--- src/rtl/hms_countdown.sv ---
// hms_countdown: settable HH:MM:SS countdown, one decrement every CLK_FREQ clocks; `define AUTO_RELOAD_EN to restart from the start value at zero.
// All outputs registered (one-cycle latency from inputs); no backpressure, pulse inputs act on the cycle they arrive.
module hms_countdown #(
  parameter int CLK_FREQ  = 50000000,
  parameter int MAX_HOURS = 23
) (
  input  logic       clk,
  input  logic       reset,
  input  logic       start,
  input  logic [1:0] mode,
  input  logic       plus,
  input  logic       minus,
  output logic [4:0] hours,
  output logic [5:0] mins,
  output logic [5:0] secs,
  output logic       running,
  output logic       expired,
  output logic       done
);

  localparam int            PW         = (CLK_FREQ > 1) ? $clog2(CLK_FREQ) : 1;
  localparam logic [PW-1:0] PRESC_LAST = PW'(CLK_FREQ - 1);
  localparam logic [4:0]    HOUR_MAX   = 5'(MAX_HOURS);
  localparam logic [5:0]    MS_MAX     = 6'd59;

  typedef enum logic [1:0] {
    IDLE    = 2'd0,
    RUN     = 2'd1,
    EXPIRED = 2'd2,
    SET     = 2'd3
  } state_t;

  state_t        r_state, w_state_nxt;
  logic [4:0]    r_hours, w_hours_nxt;
  logic [5:0]    r_mins, w_mins_nxt;
  logic [5:0]    r_secs, w_secs_nxt;
  logic [PW-1:0] r_presc, w_presc_nxt;
  logic          r_done, w_done_nxt;

  logic          w_tick;
  logic          w_nonzero;
  logic          w_step_up;
  logic          w_step_dn;
  logic [4:0]    w_dec_hours;
  logic [5:0]    w_dec_mins;
  logic [5:0]    w_dec_secs;
  logic          w_dec_zero;

  // plus and minus together cancel out
  assign w_step_up = plus & ~minus;
  assign w_step_dn = minus & ~plus;
  assign w_tick    = (r_presc == PRESC_LAST);
  assign w_nonzero = (r_hours != 5'd0) || (r_mins != 6'd0) || (r_secs != 6'd0);

  function automatic logic [5:0] f_step_ms(input logic [5:0] v, input logic up, input logic dn);
    logic [5:0] r;
    r = v;
    if (up)      r = (v == MS_MAX) ? 6'd0 : v + 6'd1;
    else if (dn) r = (v == 6'd0) ? MS_MAX : v - 6'd1;
    return r;
  endfunction

  function automatic logic [4:0] f_step_h(input logic [4:0] v, input logic up, input logic dn);
    logic [4:0] r;
    r = v;
    if (up)      r = (v == HOUR_MAX) ? 5'd0 : v + 5'd1;
    else if (dn) r = (v == 5'd0) ? HOUR_MAX : v - 5'd1;
    return r;
  endfunction

  // One-second borrow chain: secs first, then mins, then hours
  always_comb begin
    w_dec_hours = r_hours;
    w_dec_mins  = r_mins;
    w_dec_secs  = r_secs;
    if (r_secs != 6'd0) begin
      w_dec_secs = r_secs - 6'd1;
    end else if (r_mins != 6'd0) begin
      w_dec_mins = r_mins - 6'd1;
      w_dec_secs = MS_MAX;
    end else if (r_hours != 5'd0) begin
      w_dec_hours = r_hours - 5'd1;
      w_dec_mins  = MS_MAX;
      w_dec_secs  = MS_MAX;
    end
  end

  assign w_dec_zero = (w_dec_hours == 5'd0) && (w_dec_mins == 6'd0) && (w_dec_secs == 6'd0);

`ifdef AUTO_RELOAD_EN
  logic [4:0] r_rl_hours;
  logic [5:0] r_rl_mins;
  logic [5:0] r_rl_secs;
  logic       w_capture;

  assign w_capture = (r_state == IDLE) && (w_state_nxt == RUN);

  always_ff @(posedge clk) begin
    if (reset) begin
      r_rl_hours <= 5'd0;
      r_rl_mins  <= 6'd0;
      r_rl_secs  <= 6'd0;
    end else if (w_capture) begin
      r_rl_hours <= r_hours;
      r_rl_mins  <= r_mins;
      r_rl_secs  <= r_secs;
    end
  end
`endif

  // Next-state and datapath; mode != 00 overrides everything else
  always_comb begin
    w_state_nxt = r_state;
    w_hours_nxt = r_hours;
    w_mins_nxt  = r_mins;
    w_secs_nxt  = r_secs;
    w_presc_nxt = r_presc;
    w_done_nxt  = 1'b0;

    if (mode != 2'b00) begin
      w_state_nxt = SET;
      if (r_state == SET) begin
        case (mode)
          2'b01:   w_secs_nxt  = f_step_ms(r_secs, w_step_up, w_step_dn);
          2'b10:   w_mins_nxt  = f_step_ms(r_mins, w_step_up, w_step_dn);
          default: w_hours_nxt = f_step_h(r_hours, w_step_up, w_step_dn);
        endcase
      end
    end else begin
      case (r_state)
        SET: w_state_nxt = IDLE;

        IDLE: begin
          if (start && w_nonzero) begin
            w_state_nxt = RUN;
            w_presc_nxt = '0;
          end
        end

        RUN: begin
          if (w_tick) begin
            w_presc_nxt = '0;
            w_hours_nxt = w_dec_hours;
            w_mins_nxt  = w_dec_mins;
            w_secs_nxt  = w_dec_secs;
            if (w_dec_zero) begin
              w_done_nxt = 1'b1;
`ifdef AUTO_RELOAD_EN
              w_hours_nxt = r_rl_hours;
              w_mins_nxt  = r_rl_mins;
              w_secs_nxt  = r_rl_secs;
              w_state_nxt = start ? IDLE : RUN;
`else
              w_state_nxt = EXPIRED;
`endif
            end else if (start) begin
              w_state_nxt = IDLE;
            end
          end else begin
            w_presc_nxt = r_presc + PW'(1);
            if (start) w_state_nxt = IDLE;
          end
        end

        EXPIRED: begin
          if (start) w_state_nxt = IDLE;
        end

        default: w_state_nxt = IDLE;
      endcase
    end
  end

  always_ff @(posedge clk) begin
    if (reset) begin
      r_state <= IDLE;
      r_hours <= 5'd0;
      r_mins  <= 6'd0;
      r_secs  <= 6'd0;
      r_presc <= '0;
      r_done  <= 1'b0;
    end else begin
      r_state <= w_state_nxt;
      r_hours <= w_hours_nxt;
      r_mins  <= w_mins_nxt;
      r_secs  <= w_secs_nxt;
      r_presc <= w_presc_nxt;
      r_done  <= w_done_nxt;
    end
  end

  assign hours   = r_hours;
  assign mins    = r_mins;
  assign secs    = r_secs;
  assign running = (r_state == RUN);
  assign expired = (r_state == EXPIRED);
  assign done    = r_done;

endmodule

--- config.mk ---
export PLATFORM = sky130hd
export DESIGN_NAME = hms_countdown
export DESIGN_NICKNAME = d
export VERILOG_FILES = /design/src/rtl/hms_countdown.sv
export SDC_FILE = /design/constraint.sdc
export NUM_CORES = 1
export LEC_CHECK = 0
export CORE_UTILIZATION = 61
export CTS_BUF_LIST = sky130_fd_sc_hd__clkbuf_8
export DETAILED_ROUTE_END_ITERATION = 7
export GPL_TIMING_DRIVEN = 0
export PLACE_DENSITY_LB_ADDON = 0.1
export SYNTH_ARGS = -nofsm -noshare
export SYNTH_HDL_FRONTEND = slang
export SYNTH_SLANG_ARGS = --single-unit
--- constraint.sdc ---
create_clock -name clk -period 3.3 [get_ports clk]
set_input_delay 0.825 -clock clk [delete_from_list [all_inputs] [get_ports clk]]
set_output_delay 0.825 -clock clk [all_outputs]
set_load 0.005 [all_outputs]
==> flow_summary_export.csv <==
group,metric,value,unit
run_status,status,"finished clean",
route,vias,4186,
placed_design,gp_congestion,1.00,
timing,whs,503,ps
setup_path,worst-endpoint-arrival,3410,ps
finish,antenna_cells,0,
setup_path,cp_slowest_stage_delay,570,ps
clock_network,cts_buffer_depth,2,
global_route,grt_antenna_before_repair,0,
timing,rsz0062_at_grt,"yes",
setup_path,cp.required,3530,ps
clock_network,h-tree-depth,2,
clock_network,clk_latency,310,ps
timing,final-hold-violation-count,0,
floorplan,die_w,79.4,um
clock_network,cts_sinks,46,
synthesis,synthAdderAreaFrac,4.11,%
timing,skew,11.6,ps
timing,fin_ws,123,ps
timing,setup_viol,0,
floorplan,placementRows,27,
synthesis,synth_top_family_by_area,"simple AND/OR/NAND/NOR gates",
synthesis,synth_area_leaders,"dfxtp_1 (25%), a21oi_1 (5.1%), nor2_1 (4.7%)",
pwr,seq_power_share,43.7,%
setup_path,path_cells,"inv_1 -> ha_1 -> nor4b_4 -> inv_2 -> or4_1 -> buf_6 -> a21oi_1 -> o211ai_1 -> or4_1 -> a221oi_2",
timing,fin_crit,3180,ps
synthesis,muxShareOfSynthArea,2.81,%
clock_network,cts_tree,"built",
global_route,first_global_vias,3758,
timing,fin_setup_tns,0,ps
synthesis,yosys.area_share.simple,31.9,%
worst_hold_path,hold_path.class,"flop to flop",
timing,finalMaxSlewViolations,0,
synthesis,ys.flop_type,"dfxtp_1",
pwr,p_sw_share,31.4,%
synthesis,synth_cells,493,
route,routed_via_density,7.05,
global_route,grt_start_max_net_pins,15,
floorplan,die-area,6300,um2
synthesis,synth_fp_nets,512,
clock_network,hold_buffers,0,
pwr,leakage,1.51,nW
synthesis,synth_edf_count,0,
route,wl_per_cell,19.3,um
setup_path,path_class,"flop to flop",
pwr,p_switching,0.411,mW
setup_path,path_common_cell,"or4_1",
synthesis,async_flop_share,0,%
clock_network,root_buffer,"clkbuf_8",
pwr,pwr-share-clk,33.5,%
synthesis,synth_top_area_share,25.2,%
synthesis,synth_cell_types,65,
timing,worst_pin_slew,793,ps
finish,final_core_util,74.0,%
finish,synthToLayoutAreaGrowth,14.4,%
route,drt_iter0_markers,617,
pwr,cell_internal_pwr,0.896,mW
synthesis,synth_xor_area_share,3.60,%
floorplan,core,5640,um2
setup_path,startpoint_type,"flop",
clock_network,numCtsBuffers,5,
synthesis,synthesis.area,3650,um2
placed_design,dp_slack,-620,ps
floorplan,ios,27,
setup_path,cp_max_fo,9,
route,antenna_left,0,
route,drt_wl_total,11400,um
synthesis,ys_seq_area_share,25.2,%
setup_path,end_kind,"flop",
placed_design,place_area,3990,um2
timing,slew_headroom,46.6,%
route,drc,0,
pwr,power_frac_comb,22.8,%
finish,final_area,4180,um2
placed_design,io_buffers,25,
global_route,grtUsageTotal,37.2,%
finish,drive_gt1_share,9.00,%
global_route,grt_pass1_wl,18500,um
floorplan,start_util,64.7,%
synthesis,synth_top_area_cell,"dfxtp_1",
timing,fin_crit_sh,96.3,%
placed_design,place_hpwl,7830,um
synthesis,postSynthAreaPerCell,7.41,um2
pwr,power.density,313,nW/um2
setup_path,cpMaxStageDelayCell,"or4_1",
route,dr.pass1.iters,5,
synthesis,yosys_register_bits,46,
clock_network,clkTransAtPathRegs,100,ps
finish,nets,540,
pwr,max-vdd-ir-drop,0.225,mV
synthesis,yosysWarnings,0,
synthesis,synth_compound_area_share,25.3,%
floorplan,die_y,79.4,um
run,max_cap_violations,0,
timing,fmax,315,MHz
global_route,overflow,0,
power by group through the flow:
stage                     clock network [mW]  logic (mW)  registers, mW
after global routing                   0.459       0.315          0.572
after detailed placement                   0       0.269          0.581
final                                  0.438       0.297          0.571
after floorplan                            0       0.192          0.580
after global placement                     0       0.265          0.581
after CTS                              0.442       0.274          0.570
final timing paths:
kind                                          startpoint                       end  slack [ps]  cells after the start
worst max-delay path               hours[1]$_SDFFE_PP0P_   r_state[1]$_SDFFE_PP0P_         120                     10
worst min-delay path            r_presc[22]$_SDFFE_PP0P_  r_presc[22]$_SDFFE_PP0P_         500                      2
worst min register to register  r_presc[22]$_SDFFE_PP0P_  r_presc[22]$_SDFFE_PP0P_         500                      2
worst max register to register     hours[1]$_SDFFE_PP0P_   r_state[1]$_SDFFE_PP0P_         120                     10
placed cells by master (no fill, tap or decap), types with 7 or more instances in the layout:
| cell type | netlist | final |
|---|---|---|
| or4_1 | 11 | 11 |
| xor2_1 | 7 | 7 |
| a211oi_1 | 7 | 7 |
| a21oi_1 | 37 | 36 |
| nor3_1 | 12 | 11 |
| nor2_1 | 46 | 45 |
| o21ai_0 | 32 | 32 |
| o31ai_1 | 11 | 11 |
| dfxtp_1 | 46 | 44 |
| nand4_1 | 24 | 24 |
| nand2_1 | 32 | 32 |
| xnor2_1 | 8 | 8 |
| nor4_1 | 14 | 12 |
| clkdlybuf4s50_1 | 0 | 25 |
| o211ai_1 | 9 | 9 |
| mux2i_1 | 8 | 7 |
| ha_1 | 12 | 11 |
| inv_1 | 17 | 16 |
| and2_1 | 7 | 7 |
| nand3_1 | 22 | 20 |
| clkbuf_1 | 27 | 21 |
| or3_1 | 7 | 7 |
Yosys cell counts, drive strengths merged (5+ instances only):
library cell / count
xor2: 7
buf: 14
nand3: 22
o21ai: 32
mux2i: 8
and2: 7
a21oi: 37
nand2: 32
o31ai: 11
inv: 18
or4: 11
a221oi: 5
o21a: 5
nand2b: 6
or3: 7
dfxtp: 46
a31oi: 6
xnor2: 8
clkbuf: 27
nor3: 12
o211ai: 9
a211oi: 7
ha: 12
nand4: 24
nor4: 14
nor2: 46
repair_timing:
item,CTS,global route
gates resized for setup,10,12
setup buffers,1,0
setup endpoints to repair,17,26
pin swaps,1,2
registers in the layout, indices dropped and copies added, names as in the netlist:
| name | count |
|---|---|
| hours | 5 |
| secs | 6 |
| r_presc | 26 |
| r_state | 2 |
| done | 1 |
| mins | 6 |
worst max-delay path, delay by kind of cell, from the launching register on:
family                     cells  cell delay [ps]
DFF                            1              410
and+or+nand+nor                3             1430
AOI/OAI and AO/OA              3              570
buffers and inverters          3              430
adders and majority gates      1              250
layout make-up:
class / count / area (um2)
Buffer: 36 / 170
Clock buffer: 5 / 68.8
Clock inverter: 3 / 41.3
Fill cell: 456 / 1470
Inverter: 19 / 71.3
Multi-Input combinational cell: 387 / 2550
Sequential cell: 46 / 923
Tap cell: 72 / 90.1
Timing Repair Buffer: 26 / 258
routing by layer:
metal	global-route usage [%]	routed length, um	share of wire [%]
met5	0	0	0
met4	13.1	280	2.4
met3	7.47	1380	12
met2	55.2	4920	43
met1	53.1	4860	42
cell families (layout without fill, tap and decap cells):
kind of cell | count (synthesis) | count (layout)
adders and majority gates | 12 | 12
AOI/OAI and AO/OA | 140 | 140
muxes | 9 | 9
DFF | 46 | 46
and+or+nand+nor | 211 | 211
buffers and inverters | 60 | 89
xor gates and xnor gates | 15 | 15
metrics by stage:
step | cells | total power, mW
floorplan | 493 | 0.771
global placement | 590 | 0.846
detailed placement | 590 | 0.850
CTS | 595 | 1.29
global route | 594 | 1.35
finish | 594 | 1.31
No activity file was read; power rests on OpenSTA's default activity.
